**src/rtl/pll_lock_supervisor.sv**
```systemverilog
// PLL lock supervisor: synchronizes and filters the PLL lock flag, pulses the PLL reset,
// retries on lock timeout and holds a stretched system reset until lock has been stable.
module pll_lock_supervisor #(
  parameter int LOCK_FILTER    = 1024,
  parameter int RST_STRETCH    = 256,
  parameter int LOCK_TIMEOUT   = 1000000,
  parameter int PLL_RST_CYCLES = 16,
  parameter int CNT_W          = 8
) (
  input  logic             clk,
  input  logic             rst,
  input  logic             pll_lock,
  output logic             pll_rst,
  output logic             sys_rst,
  output logic             locked,
  output logic [CNT_W-1:0] loss_count,
  output logic [CNT_W-1:0] retry_count
);

  localparam int MAX_A   = (LOCK_TIMEOUT > LOCK_FILTER) ? LOCK_TIMEOUT : LOCK_FILTER;
  localparam int MAX_B   = (RST_STRETCH > PLL_RST_CYCLES) ? RST_STRETCH : PLL_RST_CYCLES;
  localparam int CNT_MAX = (MAX_A > MAX_B) ? MAX_A : MAX_B;
  localparam int CW      = (CNT_MAX > 1) ? $clog2(CNT_MAX + 1) : 1;

  // Each state leaves on the edge where the shared counter holds its last in-state value.
  localparam logic [CW-1:0] PLL_RST_LAST = CW'(PLL_RST_CYCLES - 1);
  localparam logic [CW-1:0] TIMEOUT_LAST = CW'(LOCK_TIMEOUT - 1);
  localparam logic [CW-1:0] FILTER_LAST  = CW'(LOCK_FILTER - 1);
  localparam logic [CW-1:0] STRETCH_LAST = CW'(RST_STRETCH - 1);
  localparam logic [CNT_W-1:0] SAT_VAL   = '1;

  typedef enum logic [2:0] {
    S_PLL_RST,
    S_WAIT_LOCK,
    S_FILTER,
    S_STRETCH,
    S_RUN
  } state_e;

  state_e           state_q, state_d;
  logic [CW-1:0]    cnt_q, cnt_d;
  logic [CNT_W-1:0] loss_q, loss_d;
  logic [CNT_W-1:0] retry_q, retry_d;
  logic [1:0]       sync_q;
  logic             pll_rst_q, sys_rst_q, locked_q;
  logic             lock_s;

  assign lock_s = sync_q[1];

  always_comb begin
    // NOTE: every variable gets a default before the case so no path infers a latch.
    state_d = state_q;
    cnt_d   = cnt_q + CW'(1);
    loss_d  = loss_q;
    retry_d = retry_q;
    case (state_q)
      S_PLL_RST: begin
        if (cnt_q == PLL_RST_LAST) state_d = S_WAIT_LOCK;
      end
      S_WAIT_LOCK: begin
        if (lock_s) begin
          state_d = S_FILTER;
        end else if (cnt_q == TIMEOUT_LAST) begin
          state_d = S_PLL_RST;
          if (retry_q != SAT_VAL) retry_d = retry_q + CNT_W'(1);
        end
      end
      S_FILTER: begin
        if (!lock_s) state_d = S_WAIT_LOCK;
        else if (cnt_q == FILTER_LAST) state_d = S_STRETCH;
      end
      S_STRETCH: begin
        if (!lock_s) begin
          state_d = S_PLL_RST;
          if (loss_q != SAT_VAL) loss_d = loss_q + CNT_W'(1);
        end else if (cnt_q == STRETCH_LAST) begin
          state_d = S_RUN;
        end
      end
      S_RUN: begin
        cnt_d = cnt_q;
        if (!lock_s) begin
          state_d = S_PLL_RST;
          if (loss_q != SAT_VAL) loss_d = loss_q + CNT_W'(1);
        end
      end
      default: state_d = S_PLL_RST;
    endcase
    if (state_d != state_q) cnt_d = '0;
  end

  // Outputs are decoded from the next state so they toggle on the same edge as the state.
  always_ff @(posedge clk) begin
    // NOTE: sequential state uses non-blocking assignments so all flops update together.
    if (rst) begin
      state_q   <= S_PLL_RST;
      cnt_q     <= '0;
      loss_q    <= '0;
      retry_q   <= '0;
      sync_q    <= '0;
      pll_rst_q <= 1'b1;
      sys_rst_q <= 1'b1;
      locked_q  <= 1'b0;
    end else begin
      state_q   <= state_d;
      cnt_q     <= cnt_d;
      loss_q    <= loss_d;
      retry_q   <= retry_d;
      sync_q    <= {sync_q[0], pll_lock};
      pll_rst_q <= (state_d == S_PLL_RST);
      sys_rst_q <= (state_d != S_RUN);
      locked_q  <= (state_d == S_RUN);
    end
  end

  assign pll_rst     = pll_rst_q;
  assign sys_rst     = sys_rst_q;
  assign locked      = locked_q;
  assign loss_count  = loss_q;
  assign retry_count = retry_q;

endmodule
```
**config.mk**
```make
export PLATFORM = sky130hd
export DESIGN_NAME = pll_lock_supervisor
export DESIGN_NICKNAME = d
export VERILOG_FILES = /design/src/rtl/pll_lock_supervisor.sv
export SDC_FILE = /design/constraint.sdc
export NUM_CORES = 1
export LEC_CHECK = 0
export ABC_AREA = 0
export BUFFER_PORTS_ARGS = -buffer_cell sky130_fd_sc_hd__buf_2
export CORE_MARGIN = 2
export CORE_UTILIZATION = 45
export CTS_BUF_LIST = sky130_fd_sc_hd__clkbuf_8
export CTS_CLUSTER_SIZE = 28
export DETAILED_ROUTE_END_ITERATION = 7
export GPL_TIMING_DRIVEN = 0
export PLACE_DENSITY_LB_ADDON = 0.05
export SLEW_MARGIN = 20
export SYNTH_ARGS = -nofsm -noshare
export SYNTH_HDL_FRONTEND = slang
export SYNTH_SLANG_ARGS = --single-unit
```
**constraint.sdc**
```tcl
create_clock -name clk -period 2.75 [get_ports clk]
set_input_delay 0.4125 -clock clk [delete_from_list [all_inputs] [get_ports clk]]
set_output_delay 0.4125 -clock clk [all_outputs]
set_load 0.05 [all_outputs]
```
==> impl_results.md <==
- Total Neg Setup Slack: 0 ps
- Die width: 73.92 µm
- YS warnings: 0
- Die area: 5463 µm²
- Fin nets: between 200 and 300
- Detailed-route vias per instance: 5.330
- CORE AREA: between 4000 and 5000 µm²
- FF+latch count, synth: 44
- Clock share of power: 34.6%
- Fin Hold WS: around 330 ps
- Port bufs: 21
- Min cycle time layout: 2320 ps
- Gpl congestion: 0.8556
- Synth Net Count: 252
- Post-CTS repair timing setup buffer count: 0
- TritonCTS clock tree: done
- Starting density of the core: 46.57%
- Share of layout cells above drive strength 1: 18.75%
- Final hold vios: 0
- Synthesized area: approximately 2200 µm²
- P_sw: 0.2269 mW
- WL final: approximately 4400 µm
- Worst setup margin: around 430 ps
- Sw Share: 21.60%
- Crit-path cells: ha_1 -> nand4b_1 -> nor4_1 -> o21ai_1 -> a211oi_2 -> buf_6 -> nor3_1
- Sequential share of the synthesized area: 40.05%
- Post-detailed-route DRC marker count: 0
- Power Density: 427.6 nW/µm²
- RSZ-0062 raised after global routing: false
- Vias in the first global route: approximately 1700
- Detail Route Antenna Nets: 0
- Worst-path clk slew: 80 ps
- Detailed Route Iter0 Violations: 52
- Core Util, Final: between 50 and 60%
- Post-CTS resize count: 0
- Hold WC Path Type: primary input to register
- Slew Limit Headroom: ~41%
- P_int: 0.8238 mW
- Setup WS pre-CTS: about 420 ps
- Overall via count from detail_route: between 1500 and 2000
- Actual slew at the worst max-slew pin: 877.9 ps
- Die height: between 70 and 80 µm
- Max-slew violations: 0
- DP Wirelength: ~3100 µm
- H-tree depth: 2
- Nature of the critical path endpoint: register
- Crit start category: register
- Initial antenna violation count: 0
- Synth Area per Inst: 8.942 µm²
- Drt pass-1 iters: 5
- Clock Sinks: 44
- TritonCTS buffer count: 5
- Max_cap viols: 0
- Worst Skew: 6.698 ps
- Final setup violation count: 0
- WS Path Type: register to register
- Top sig layer: met4
- Peak supply drop: 0.2450 mV
- Area Growth Syn to Fin: 11.72%
- Gate power share: between 3 and 4%
- Met2 wire len: 2002 µm
- Critical path required time: approximately 2900 ps
- Global-route wire length before repair: 7659 µm
- Total Power: 1.051 mW
- Synth cell types: 45
- Largest net degree at the start of global routing: 12
- Latest clock arrival within the worst-skew pair: 290 ps
- # hold bufs at CTS: 0
- IO Count: 22
- Tcrit/Tclk final: around 84%
- Max clock buf depth: 2
- Routed metal-1 wire length: 2205 µm
- CP arrival: 2500 ps
- Cells after synthesis: between 200 and 250
- Crit path max fanout: 10
- Wire length on met3: 140 µm
- Fmax achieved: roughly 430 MHz
- GRT Overall Usage: a little under a fifth
- GRT overflow: 0
- Leak: 0.9061 nW
- Outcome: complete, no violations
- Root Driver: clkbuf_8
- Row count: 25
- Slowest cell on crit path: a211oi_2
- Antenna fix cells: 0
- Largest stage delay on the critical path: 450 ps
- Sequential power share: between 60% and 70%
- Wire length per cell: 13.04 µm
-- synthesized netlist by cell type (all sizes together) --
library cell | n | area, µm²
inv | 3 | 11.26
nor3b | 1 | 7.510
or3 | 7 | 48.80
dfxtp | 44 | 880.8
nor3 | 20 | 105.1
nor4 | 8 | 65.06
o221a | 1 | 11.26
nor2 | 26 | 97.59
a21o | 1 | 7.510
xor2 | 17 | 148.9
a21oi | 11 | 55.05
nand3 | 10 | 50.05
a31o | 1 | 8.760
nor2b | 2 | 12.51
buf | 12 | 112.6
o21ai | 7 | 35.03
and4 | 3 | 27.53
mux2i | 5 | 50.05
a21boi | 1 | 7.510
nand2b | 3 | 18.77
or3b | 2 | 17.52
o31ai | 1 | 7.510
and3b | 1 | 8.760
a31oi | 2 | 12.51
a211oi | 1 | 12.51
clkbuf | 1 | 3.750
nand4 | 14 | 93.84
xnor2 | 10 | 87.58
nand2 | 14 | 52.55
or4 | 6 | 45.04
ha | 3 | 37.54
and3 | 2 | 12.51
nand4b | 1 | 8.760
nor4b | 1 | 8.760
o31a | 1 | 10.01
or2 | 3 | 18.77
-- registers in the layout, summed over array words and instances (netlist names) --
| signal | flops |
|---|---|
| cnt_q | 20 |
| locked | 1 |
| loss_count | 8 |
| pll_rst | 1 |
| retry_count | 8 |
| state_q | 3 |
| sync_q | 2 |
| sys_rst | 1 |
-- metrics by stage --
stage,instances,instance area [µm²]
after floorplan,246,2200
after global placement,334,2389
after detailed placement,334,2389
after CTS,339,2457
after global routing,339,2457
final,339,2457
-- critical path: cells and delay by family (launching register included) --
| family | cells | cell delay [ps] |
|---|---|---|
| adders and majority gates | 1 | 210 |
| DFF | 1 | 390 |
| AOI/OAI and AO/OA | 2 | 680 |
| buffers and inverters | 1 | 210 |
| and+or+nand+nor | 3 | 730 |
-- cells by family (layout without fill, tap and decap cells) --
family | after synthesis | in the layout | share of synthesized area [%]
buf+inv | 16 | 42 | 5.802
xor+xnor | 27 | 27 | 10.75
compound gates | 27 | 27 | 7.622
mux | 5 | 5 | 2.275
simple gates | 124 | 124 | 31.80
flops | 44 | 44 | 40.05
fa+ha+maj | 3 | 3 | 1.707
-- placed cells by master, fill, tap and decap left out, types with 10 or more instances in the layout --
| cell type | synthesis | routed |
|---|---|---|
| nor2_1 | 26 | 26 |
| dfxtp_1 | 44 | 44 |
| a21oi_1 | 11 | 11 |
| xor2_1 | 17 | 17 |
| nor3_1 | 19 | 19 |
| xnor2_1 | 10 | 10 |
| nand3_1 | 10 | 10 |
| nand4_1 | 13 | 13 |
| nand2_1 | 14 | 14 |
| buf_2 | 3 | 24 |
-- power groups by stage --
| stage | clock, mW | sequential [mW] | combinational, mW |
|---|---|---|---|
| finish | 0.364 | 0.650 | 0.0371 |
| global route | 0.402 | 0.652 | 0.0427 |
| CTS | 0.381 | 0.650 | 0.0377 |
| detailed placement | 0 | 0.665 | 0.0376 |
| global placement | 0 | 0.665 | 0.0370 |
| floorplan | 0 | 0.664 | 0.0286 |
-- layer usage --
metal	vias up	global-route usage, %
li1	936	-
met1	840	23.06
met2	24	29.86
met3	7	4.527
met4	0	7.475
met5	-	0
-- final timing paths --
check,from,endpoint,slack (ps),cells past startpoint
worst min-delay path,pll_lock,sync_q[0],330,2
worst max-delay path,cnt_q[0],cnt_q[17],430,7
worst min register to register,sync_q[0],sync_q[1],440,1
worst max register to register,cnt_q[0],cnt_q[17],430,7
-- area by class of cell --
| cell class | count | area (µm²) |
|---|---|---|
| inverter | 3 | 11.26 |
| fill | 471 | 2266 |
| timing repair buffer | 21 | 105.1 |
| clock buffer | 5 | 68.82 |
| multi-input combinational | 186 | 1191 |
| buffer | 13 | 116.4 |
| tap | 67 | 83.83 |
| sequential | 44 | 880.8 |
(Power assumes the default switching activity.)
